**src/rtl/pipeline_controller.sv**
```systemverilog
// rtl/pipeline_controller.sv - pipelined main controller: decode, NZCV flags, condition squash
module pipeline_controller (
    input  logic        clk,
    input  logic        reset,
    input  logic [19:0] InstrD,
    input  logic [3:0]  ALUFlags,
    input  logic        FlushE,
    output logic [1:0]  RegSrcD,
    output logic [1:0]  ImmSrcD,
    output logic        ALUSrcE,
    output logic [3:0]  ALUControlE,
    output logic        MemtoRegE,
    output logic        BranchTakenE,
    output logic        RegWriteM,
    output logic        MemWriteM,
    output logic        RegWriteW,
    output logic        MemtoRegW,
    output logic        PCSrcW,
    output logic        BLW
);

    localparam logic [3:0] ALU_ADD = 4'b0000;
    localparam logic [3:0] ALU_SUB = 4'b0001;
    localparam logic [3:0] ALU_AND = 4'b0010;
    localparam logic [3:0] ALU_ORR = 4'b0011;

    // InstrD carries Instr[31:12], so Instr[n] lives at InstrD[n-12]
    logic [3:0] cond_d;
    logic [1:0] op_d;
    logic       i_d;
    logic [3:0] cmd_d;
    logic       s_d;
    logic [3:0] rd_d;

    assign cond_d = InstrD[19:16];
    assign op_d   = InstrD[15:14];
    assign i_d    = InstrD[13];
    assign cmd_d  = InstrD[12:9];
    assign s_d    = InstrD[8];
    assign rd_d   = InstrD[3:0];

    logic unused_rn;
    assign unused_rn = &{1'b0, InstrD[7:4]};

    logic       regwrite_d, memtoreg_d, memwrite_d, alusrc_d, branch_d, bl_d, pcs_d;
    logic [3:0] alucontrol_d;
    logic [1:0] flagwrite_d;

    always_comb begin
        RegSrcD      = 2'b00;
        ImmSrcD      = 2'b00;
        alusrc_d     = 1'b0;
        alucontrol_d = ALU_ADD;
        regwrite_d   = 1'b0;
        memtoreg_d   = 1'b0;
        memwrite_d   = 1'b0;
        branch_d     = 1'b0;
        bl_d         = 1'b0;
        flagwrite_d  = 2'b00;
        case (op_d)
            2'b00: begin
                case (cmd_d)
                    4'b0100: begin
                        regwrite_d   = 1'b1;
                        alusrc_d     = i_d;
                        alucontrol_d = ALU_ADD;
                        flagwrite_d  = s_d ? 2'b11 : 2'b00;
                    end
                    4'b0010: begin
                        regwrite_d   = 1'b1;
                        alusrc_d     = i_d;
                        alucontrol_d = ALU_SUB;
                        flagwrite_d  = s_d ? 2'b11 : 2'b00;
                    end
                    4'b0000: begin
                        regwrite_d   = 1'b1;
                        alusrc_d     = i_d;
                        alucontrol_d = ALU_AND;
                        flagwrite_d  = s_d ? 2'b10 : 2'b00;
                    end
                    4'b1100: begin
                        regwrite_d   = 1'b1;
                        alusrc_d     = i_d;
                        alucontrol_d = ALU_ORR;
                        flagwrite_d  = s_d ? 2'b10 : 2'b00;
                    end
                    4'b1010: begin
                        alusrc_d     = i_d;
                        alucontrol_d = ALU_SUB;
                        flagwrite_d  = 2'b11;
                    end
                    default: ;
                endcase
            end
            2'b01: begin
                alusrc_d = 1'b1;
                ImmSrcD  = 2'b01;
                if (InstrD[8]) begin
                    regwrite_d = 1'b1;
                    memtoreg_d = 1'b1;
                end else begin
                    memwrite_d = 1'b1;
                    RegSrcD    = 2'b10;
                end
            end
            2'b10: begin
                branch_d = 1'b1;
                alusrc_d = 1'b1;
                ImmSrcD  = 2'b10;
                RegSrcD  = 2'b01;
                if (InstrD[12]) begin
                    bl_d       = 1'b1;
                    regwrite_d = 1'b1;
                end
            end
            default: ;
        endcase
    end

    assign pcs_d = (rd_d == 4'hF) && regwrite_d && !branch_d && !bl_d;

    logic       regwrite_e, memwrite_e, branch_e, bl_e, pcs_e;
    logic [1:0] flagwrite_e;
    logic [3:0] cond_e;

    // A flushed or reset E stage holds all-zero: cond EQ with no enables is inert
    always_ff @(posedge clk) begin
        if (reset || FlushE) begin
            regwrite_e  <= 1'b0;
            MemtoRegE   <= 1'b0;
            memwrite_e  <= 1'b0;
            ALUControlE <= 4'b0000;
            ALUSrcE     <= 1'b0;
            branch_e    <= 1'b0;
            bl_e        <= 1'b0;
            flagwrite_e <= 2'b00;
            pcs_e       <= 1'b0;
            cond_e      <= 4'b0000;
        end else begin
            regwrite_e  <= regwrite_d;
            MemtoRegE   <= memtoreg_d;
            memwrite_e  <= memwrite_d;
            ALUControlE <= alucontrol_d;
            ALUSrcE     <= alusrc_d;
            branch_e    <= branch_d;
            bl_e        <= bl_d;
            flagwrite_e <= flagwrite_d;
            pcs_e       <= pcs_d;
            cond_e      <= cond_d;
        end
    end

    logic [3:0] flags;
    logic       flag_n, flag_z, flag_c, flag_v, condex_e;

    assign {flag_n, flag_z, flag_c, flag_v} = flags;

    always_comb begin
        condex_e = 1'b0;
        case (cond_e)
            4'b0000: condex_e = flag_z;
            4'b0001: condex_e = !flag_z;
            4'b0010: condex_e = flag_c;
            4'b0011: condex_e = !flag_c;
            4'b0100: condex_e = flag_n;
            4'b0101: condex_e = !flag_n;
            4'b0110: condex_e = flag_v;
            4'b0111: condex_e = !flag_v;
            4'b1000: condex_e = flag_c && !flag_z;
            4'b1001: condex_e = !flag_c || flag_z;
            4'b1010: condex_e = (flag_n == flag_v);
            4'b1011: condex_e = (flag_n != flag_v);
            4'b1100: condex_e = !flag_z && (flag_n == flag_v);
            4'b1101: condex_e = flag_z || (flag_n != flag_v);
            4'b1110: condex_e = 1'b1;
            default: condex_e = 1'b0;
        endcase
    end

    // Flush does not gate this: the instruction already in E still retires its flags
    always_ff @(posedge clk) begin
        if (reset) begin
            flags <= 4'b0000;
        end else begin
            if (flagwrite_e[1] && condex_e) flags[3:2] <= ALUFlags[3:2];
            if (flagwrite_e[0] && condex_e) flags[1:0] <= ALUFlags[1:0];
        end
    end

    assign BranchTakenE = branch_e && condex_e;

    logic memtoreg_m, pcsrc_m, bl_m;

    always_ff @(posedge clk) begin
        if (reset) begin
            RegWriteM  <= 1'b0;
            MemWriteM  <= 1'b0;
            memtoreg_m <= 1'b0;
            pcsrc_m    <= 1'b0;
            bl_m       <= 1'b0;
        end else begin
            RegWriteM  <= regwrite_e && condex_e;
            MemWriteM  <= memwrite_e && condex_e;
            memtoreg_m <= MemtoRegE;
            pcsrc_m    <= (pcs_e && condex_e) || BranchTakenE;
            bl_m       <= bl_e && condex_e;
        end
    end

    always_ff @(posedge clk) begin
        if (reset) begin
            RegWriteW <= 1'b0;
            MemtoRegW <= 1'b0;
            PCSrcW    <= 1'b0;
            BLW       <= 1'b0;
        end else begin
            RegWriteW <= RegWriteM;
            MemtoRegW <= memtoreg_m;
            PCSrcW    <= pcsrc_m;
            BLW       <= bl_m;
        end
    end

endmodule

```
**config.mk**
```make
export PLATFORM = sky130hd
export DESIGN_NAME = pipeline_controller
export DESIGN_NICKNAME = d
export VERILOG_FILES = /design/src/rtl/pipeline_controller.sv
export SDC_FILE = /design/constraint.sdc
export NUM_CORES = 1
export LEC_CHECK = 0
export BUFFER_PORTS_ARGS = -buffer_cell sky130_fd_sc_hd__buf_2
export CORE_ASPECT_RATIO = 0.8
export CORE_MARGIN = 2
export CORE_UTILIZATION = 44
export DETAILED_ROUTE_END_ITERATION = 12
export GPL_TIMING_DRIVEN = 0
export PLACE_DENSITY = 0.71
export SLEW_MARGIN = 5
export SYNTH_ARGS = -nofsm -noshare
export SYNTH_HDL_FRONTEND = slang
export SYNTH_SLANG_ARGS = --single-unit
```
**constraint.sdc**
```tcl
create_clock -name clk -period 2.3 [get_ports clk]
set_input_delay 0.46 -clock clk [delete_from_list [all_inputs] [get_ports clk]]
set_output_delay 0.46 -clock clk [all_outputs]
set_load 0.02 [all_outputs]
```
# Word level (Yosys, flattened, before mapping)
# Index checks and enable logic that the tools add are counted.
totals:
  reg_bits: 30
  latch_bits: 0
  out_inout_bits: 17
  rom_bits: 0
  n_memories: 0
  input_bits: 27
  mem_bits_rw: 0
classes:
  n_shift: 0
  div_mod_pow: 0
  n_bitwise: 2
  n_mux: 17
  addsub: 0
  n_lt_le_gt_ge: 0
  n_eq_ne: 23
  reduce_logical: 33
  mul: 0
op_table:
  columns: ["op", "count"]
  rows:
  - ["4-bit equality test, second input constant", 10]
  - ["4-bit by 3-bit equality test with 1-bit output, second input constant", 5]
  - ["1-bit case mux with 15 select lines", 1]
  - ["4-bit by 2-bit equality test with 1-bit output, second input constant", 3]
  - ["1-bit logical AND", 12]
  - ["2-bit case mux with 3 select lines", 2]
  - ["2-bit OR reduction", 6]
  - ["4-bit zero test", 2]
  - ["2-bit case mux with 2 select lines", 2]
  - ["1-bit 2-to-1 mux", 7]
  - ["1-bit zero test", 6]
  - ["2-bit 2-to-1 mux", 3]
  - ["5-bit OR reduction", 1]
  - ["4-bit by 1-bit equality test with 1-bit output, second input constant", 1]
  - ["1-bit logical OR", 4]
  - ["4-bit OR reduction", 1]
  - ["1-bit case mux with 3 select lines", 1]
  - ["2-bit by 1-bit equality test with 1-bit output, second input constant", 1]
  - ["2-bit equality test, second input constant", 1]
  - ["2-bit zero test", 1]
  - ["1-bit NOT", 2]
  - ["1-bit case mux with 2 select lines", 1]
  - ["1-bit equality test", 1]
  - ["1-bit != test", 1]

# Depth between registers and ports, before layout
depth:
  ltp_word: 7
  depth_mapped: 7

# Least setup slack after synthesis
# No wires, ideal clock.
synth_path:
  path_type: "flip-flop to output port"
  startpoint: "reg cond_e[2]"
  endpoint: "out BranchTakenE"
  stages_incl_launch_ff: 7
  path_slack_ns: 0.358
  required_ns: 1.840
  arrival_time_ns: 1.482
  path_cell_list: "dfxtp_1 -> buf_6 -> nand3b_1 -> a211o_1 -> and4_4 -> and2_4 -> nor2b_1"
synth_via:
  elab_chain_len: 3
  elab_cells_between_ends: 17
  classes_between: "eq/ne (14); mux (1); reduce/logical (2)"
synth_rtl:
  columns: ["element", "line_no", "text"]
  rows:
  - ["start: declaration", "124", "logic [3:0] cond_e;"]
  - ["start signal: assignment", "149", "cond_e <= cond_d;"]
  - ["4-bit equality test (tied with other cells)", "160", "case (cond_e)"]
  - ["1-bit case mux with 15 select lines *", "160", null]
  - ["1-bit logical AND *", "190", "assign BranchTakenE = branch_e && condex_e;"]
  - ["end: declaration", "13", "output logic BranchTakenE,"]
# Every way passes the cells marked *; elsewhere a longest branch is shown, timed or not.

# Worst setup path after layout
# Same ends and word-level chain as after synthesis.

==> impl_metrics.prom <==
# TYPE chip_impl_metric gauge
chip_impl_info{name="critical_path.cell_chain",value="buf_6 -> mux2_4 -> a22oi_2 -> and4_4 -> and2_4 -> nor2b_2 -> buf_4"} 1
chip_impl_metric{name="p_seq_share",unit="%"} 50.6
chip_impl_metric{name="area.growth.synth_to_final",unit="%"} 27.11
chip_impl_metric{name="detail_route.drc_violations",unit=""} 0
chip_impl_metric{name="synth_warnings",unit=""} 0
chip_impl_info{name="reg2reg_to",value="flags[3]"} 1
chip_impl_metric{name="required",unit="ps"} 1840
chip_impl_metric{name="power.leakage",unit="nW"} 0.7142
chip_impl_metric{name="placement.cell_area",unit="mm2"} 0.001543
chip_impl_metric{name="rr_worst_depth",unit=""} 7
chip_impl_metric{name="ioPinCount",unit=""} 44
chip_impl_metric{name="vert_die_dim",unit="um"} 52.74
chip_impl_metric{name="vias_in_the_first_global_route",unit=""} 928
chip_impl_metric{name="numPlacedInstances",unit=""} 208
chip_impl_metric{name="min_path_cells",unit=""} 2
chip_impl_metric{name="hold_violations",unit=""} 0
chip_impl_metric{name="drt-pass1-iter-count",unit=""} 4
chip_impl_info{name="clock_tree.root_cell",value="sky130_fd_sc_hd__clkbuf_8"} 1
chip_impl_metric{name="finalCriticalPeriod",unit="ps"} 2239
chip_impl_metric{name="core_region_area",unit="mm2"} 0.002786
chip_impl_metric{name="post_synth_instance_area",unit="mm2"} 0.001306
chip_impl_metric{name="detailedRoute.firstIterationViolations",unit=""} 53
chip_impl_info{name="path_delay_family",value="simple AND/OR/NAND/NOR gates"} 1
chip_impl_metric{name="worst_slew_pin_slew",unit="ps"} 527.2
chip_impl_metric{name="die-width",unit="um"} 64.92
chip_impl_metric{name="initial_utilization",unit="%"} 46.88
chip_impl_metric{name="proportion_of_total_power_due_to_net_switching",unit="%"} 21.04
chip_impl_info{name="r2r-start",value="cond_e[2]"} 1
chip_impl_metric{name="cp_num_buf_inv",unit=""} 2
chip_impl_metric{name="hpwlAfterDp",unit="um"} 1851
chip_impl_metric{name="max_capacitance_violation_total",unit=""} 0
chip_impl_metric{name="avgSynthCellArea",unit="um2"} 9.896
chip_impl_info{name="path_class",value="reg2out"} 1
chip_impl_metric{name="antenna_found_initial",unit=""} 0
chip_impl_metric{name="internal-power",unit="W"} 0.0007741
chip_impl_metric{name="max-vdd-ir-drop",unit="mV"} 0.3328
chip_impl_metric{name="total_power",unit="W"} 0.0009803
chip_impl_info{name="cts_tree",value="yes"} 1
chip_impl_metric{name="final_min_period_over_clock_period",unit="%"} 97.35
chip_impl_metric{name="finalCoreUtilization",unit="%"} 59.59
chip_impl_metric{name="critPathArrivalTime",unit="ps"} 1780
chip_impl_metric{name="wire_per_inst",unit="um"} 11.20
chip_impl_metric{name="layout.cell_area.non_filler",unit="mm2"} 0.001660
chip_impl_metric{name="finalNonFillerCells",unit=""} 215
chip_impl_metric{name="design.final.nets",unit=""} 211
chip_impl_metric{name="setup_viol",unit=""} 0
chip_impl_metric{name="drive_gt1_share",unit="%"} 36.16
chip_impl_metric{name="dr_total_vias",unit=""} 1023
chip_impl_metric{name="cts_buffer_depth",unit=""} 2
chip_impl_metric{name="timing.reg2reg.setup_slack",unit="ps"} 630
chip_impl_metric{name="worstPathMaxFanout",unit=""} 9
chip_impl_metric{name="cts_htree_levels",unit=""} 1
chip_impl_metric{name="max_slew_margin",unit="%"} 64.86
chip_impl_info{name="outcome",value="finished clean"} 1
chip_impl_metric{name="synthesis.instances",unit=""} 132
chip_impl_metric{name="fraction_of_power_consumed_by_the_clock_network",unit="%"} 38.6
chip_impl_metric{name="synth_sequential_area_ratio",unit="%"} 42.91
chip_impl_metric{name="ant_nets",unit=""} 0
chip_impl_metric{name="vias_per_cell",unit=""} 4.758
chip_impl_metric{name="hold_slack",unit="ps"} 383.1
chip_impl_info{name="worst_hold_path_type",value="in2reg"} 1
chip_impl_metric{name="nFillCells",unit=""} 252
chip_impl_info{name="startpoint_type",value="register"} 1
chip_impl_metric{name="power_frac_comb",unit="%"} 10.8
chip_impl_metric{name="clock.fmax",unit="GHz"} 0.4466
chip_impl_metric{name="clock_network_latency_to_the_later_pin_of_the_worst_skew_pair",unit="ps"} 270
chip_impl_info{name="critical_path_cell_with_the_highest_stage_delay",value="sky130_fd_sc_hd__dfxtp_1"} 1
chip_impl_metric{name="number_of_synthesized_register_bits",unit=""} 28
chip_impl_metric{name="buffer_ports.inserted",unit=""} 37
chip_impl_metric{name="cts_hold_buffers",unit=""} 0
chip_impl_metric{name="worst_clock_skew",unit="ps"} 4.337
chip_impl_metric{name="routed_wl",unit="um"} 2409
chip_impl_metric{name="p_per_area",unit="mW/mm2"} 590.4
chip_impl_metric{name="floorplan.die_area",unit="mm2"} 0.003423
chip_impl_metric{name="grt_overflow",unit=""} 0
chip_impl_metric{name="numCtsBuffers",unit=""} 3
chip_impl_metric{name="antenna-diode-count",unit=""} 0
chip_impl_metric{name="maximum_number_of_pins_on_one_net_before_global_route_repair",unit=""} 17
chip_impl_metric{name="gp_congestion",unit=""} 0.7618
chip_impl_metric{name="critical_path.max_stage_delay",unit="ps"} 340
chip_impl_metric{name="wire_length_of_the_first_global_routing_pass",unit="um"} 3891
chip_impl_metric{name="post_synth_num_cell_types",unit=""} 39
chip_impl_metric{name="cts.sinks",unit=""} 28
chip_impl_metric{name="total_switching_power",unit="W"} 0.0002063
chip_impl_metric{name="fp-row-count",unit=""} 17
chip_impl_info{name="critical_path.endpoint_type",value="output pin"} 1
chip_impl_info{name="min_from",value="InstrD[19]"} 1
chip_impl_metric{name="worst_setup_hold_path_clk_slew",unit="ps"} 90
chip_impl_metric{name="grt_util_all_layers",unit="%"} 14.59
chip_impl_info{name="hold-path-endpoint",value="cond_e[3]"} 1
chip_impl_metric{name="final_max_slew_violation_count",unit=""} 0
==> cell usage after synthesis <==
cell | number | area share, %
sky130_fd_sc_hd__buf_2 | 1 | 0.38
sky130_fd_sc_hd__o21ai_0 | 3 | 1.1
sky130_fd_sc_hd__nor3_1 | 3 | 1.1
sky130_fd_sc_hd__conb_1 | 1 | 0.29
sky130_fd_sc_hd__nand2_1 | 3 | 0.86
sky130_fd_sc_hd__a21boi_2 | 2 | 1.7
sky130_fd_sc_hd__and4_4 | 1 | 0.86
sky130_fd_sc_hd__a211o_1 | 1 | 0.67
sky130_fd_sc_hd__nand4_1 | 1 | 0.48
sky130_fd_sc_hd__nor3_2 | 1 | 0.77
sky130_fd_sc_hd__clkbuf_1 | 2 | 0.57
sky130_fd_sc_hd__mux2i_2 | 1 | 1.1
sky130_fd_sc_hd__and2_1 | 8 | 3.8
sky130_fd_sc_hd__and3_1 | 2 | 0.96
sky130_fd_sc_hd__nor2b_1 | 10 | 4.8
sky130_fd_sc_hd__xor2_1 | 2 | 1.3
sky130_fd_sc_hd__and4bb_2 | 1 | 0.96
sky130_fd_sc_hd__ha_1 | 6 | 5.7
sky130_fd_sc_hd__nor4b_1 | 1 | 0.67
sky130_fd_sc_hd__a21oi_1 | 4 | 1.5
sky130_fd_sc_hd__o21ai_1 | 1 | 0.38
sky130_fd_sc_hd__nor3b_2 | 3 | 2.9
sky130_fd_sc_hd__dfxtp_1 | 28 | 43
sky130_fd_sc_hd__inv_1 | 4 | 1.1
sky130_fd_sc_hd__nand3b_1 | 2 | 1.1
sky130_fd_sc_hd__and2_4 | 1 | 0.67
sky130_fd_sc_hd__mux2_4 | 1 | 1.1
sky130_fd_sc_hd__xnor2_1 | 1 | 0.67
sky130_fd_sc_hd__o22ai_1 | 1 | 0.48
sky130_fd_sc_hd__or3_1 | 3 | 1.4
sky130_fd_sc_hd__buf_6 | 1 | 0.86
sky130_fd_sc_hd__a32oi_1 | 1 | 0.67
sky130_fd_sc_hd__buf_4 | 3 | 1.7
sky130_fd_sc_hd__mux2i_1 | 5 | 3.8
sky130_fd_sc_hd__a22oi_1 | 1 | 0.57
sky130_fd_sc_hd__nor3b_1 | 3 | 1.7
sky130_fd_sc_hd__nand2b_1 | 11 | 5.3
sky130_fd_sc_hd__nor2_1 | 6 | 1.7
sky130_fd_sc_hd__a31oi_1 | 2 | 0.96
==> metrics by stage <==
step	setup TNS [ps]	worst slack [ps]
floorplan	0	357.6
global placement	0	276.8
detailed placement	0	240.8
CTS	0	46.32
global route	-0.8029	-0.8029
finish	0	60.84
==> layout make-up <==
class                           instances  area [um2]  area share, %
Buffer                                  7       52.55          3.165
Clock inverter                          1       30.03          1.809
Timing Repair Buffer                   40       210.2          12.66
Tap cell                               38       47.55          2.864
Clock buffer                            3       41.29          2.487
Multi-Input combinational cell         94       701.9          42.28
Inverter                                4       15.01         0.9043
Sequential cell                        28       561.8          33.84
==> worst register-to-register path, stage by stage, from the launching register on <==
cell                       delay [ps]
sky130_fd_sc_hd__dfxtp_1          320
sky130_fd_sc_hd__buf_6            130
sky130_fd_sc_hd__nand3b_1         150
sky130_fd_sc_hd__a211o_1          290
sky130_fd_sc_hd__and4_4           200
sky130_fd_sc_hd__buf_4            140
sky130_fd_sc_hd__a21boi_2         190
sky130_fd_sc_hd__mux2i_1          200
==> placed cells by master (no fill, tap or decap), types with 2 or more instances in the layout <==
cell type and n:
sky130_fd_sc_hd__a21boi_2 2, sky130_fd_sc_hd__a21oi_1 4, sky130_fd_sc_hd__a31oi_1 2, sky130_fd_sc_hd__and2_1 8, sky130_fd_sc_hd__and3_1 2, sky130_fd_sc_hd__buf_2 36, sky130_fd_sc_hd__buf_4 7, sky130_fd_sc_hd__buf_6 2
sky130_fd_sc_hd__clkbuf_1 2, sky130_fd_sc_hd__clkbuf_8 3, sky130_fd_sc_hd__conb_1 2, sky130_fd_sc_hd__dfxtp_1 27, sky130_fd_sc_hd__ha_1 6, sky130_fd_sc_hd__inv_1 4, sky130_fd_sc_hd__mux2i_1 5, sky130_fd_sc_hd__nand2_1 3
sky130_fd_sc_hd__nand2b_1 11, sky130_fd_sc_hd__nand3b_1 2, sky130_fd_sc_hd__nor2_1 6, sky130_fd_sc_hd__nor2b_1 9, sky130_fd_sc_hd__nor3_1 3, sky130_fd_sc_hd__nor3b_1 3, sky130_fd_sc_hd__nor3b_2 3, sky130_fd_sc_hd__o21ai_0 3
sky130_fd_sc_hd__or3_1 3, sky130_fd_sc_hd__xor2_1 2
==> power by group through the flow <==
stage | clock, W | sequential [W] | combinational [W]
floorplan | 0 | 0.000508 | 0.0000600
global placement | 0 | 0.000507 | 0.0000970
detailed placement | 0 | 0.000507 | 0.000100
CTS | 0.000385 | 0.000495 | 0.000105
global route | 0.000406 | 0.000497 | 0.000116
finish | 0.000378 | 0.000496 | 0.000106
==> logic make-up (layout without fill, tap and decap cells) <==
kind of cell               after synthesis  after routing  share of synthesized area, %
adders and majority gates                6              6                         5.747
and+or+nand+nor                         60             60                         30.17
DFF                                     28             28                         42.91
xor gates and xnor gates                 3              3                         2.012
muxes                                    7              7                         6.034
other                                    1              2                        0.2871
AOI/OAI and AO/OA                       16             16                         8.142
buffers and inverters                   11             55                         4.693
==> layer usage <==
metal,GRT usage [%],part of all wire [%],vias up
met1,18.40,47,455
met2,25.43,46,32
li1,-,-,534
met5,0,0,-
met3,1.505,5.8,2
met4,6.383,0.62,0
==> repair_timing <==
action                                  CTS  global route
endpoints found under the setup margin    1             1
setup buffers                             3             0
cloned                                    0             0
pin swaps                                 1             0
gates resized for setup                   2             5
==> sequential cells by signal, summed over array words and instances (netlist names) <==
| name | cells |
|---|---|
| pcs_e | 1 |
| flagwrite_e | 2 |
| pcsrc_m | 1 |
| ALUControlE | 2 |
| regwrite_e | 1 |
| RegWriteW | 1 |
| memtoreg_m | 1 |
| RegWriteM | 1 |
| memwrite_e | 1 |
| MemtoRegW | 1 |
| bl_m | 1 |
| branch_e | 1 |
| BLW | 1 |
| flags | 4 |
| cond_e | 4 |
| MemWriteM | 1 |
| MemtoRegE | 1 |
| PCSrcW | 1 |
| ALUSrcE | 1 |
| bl_e | 1 |
==> worst max-delay path by stage <==
stage	startpoint	to	slack, ps	depth (start not counted)
floorplan	cond_e[2]	BranchTakenE	360	6
global placement	cond_e[2]	BranchTakenE	280	7
detailed placement	cond_e[2]	BranchTakenE	240	7
CTS	cond_e[2]	BranchTakenE	50	7
global route	flags[3]	BranchTakenE	-0.8	6
finish	cond_e[2]	BranchTakenE	60	7
Power figures use the tool's default switching activity.
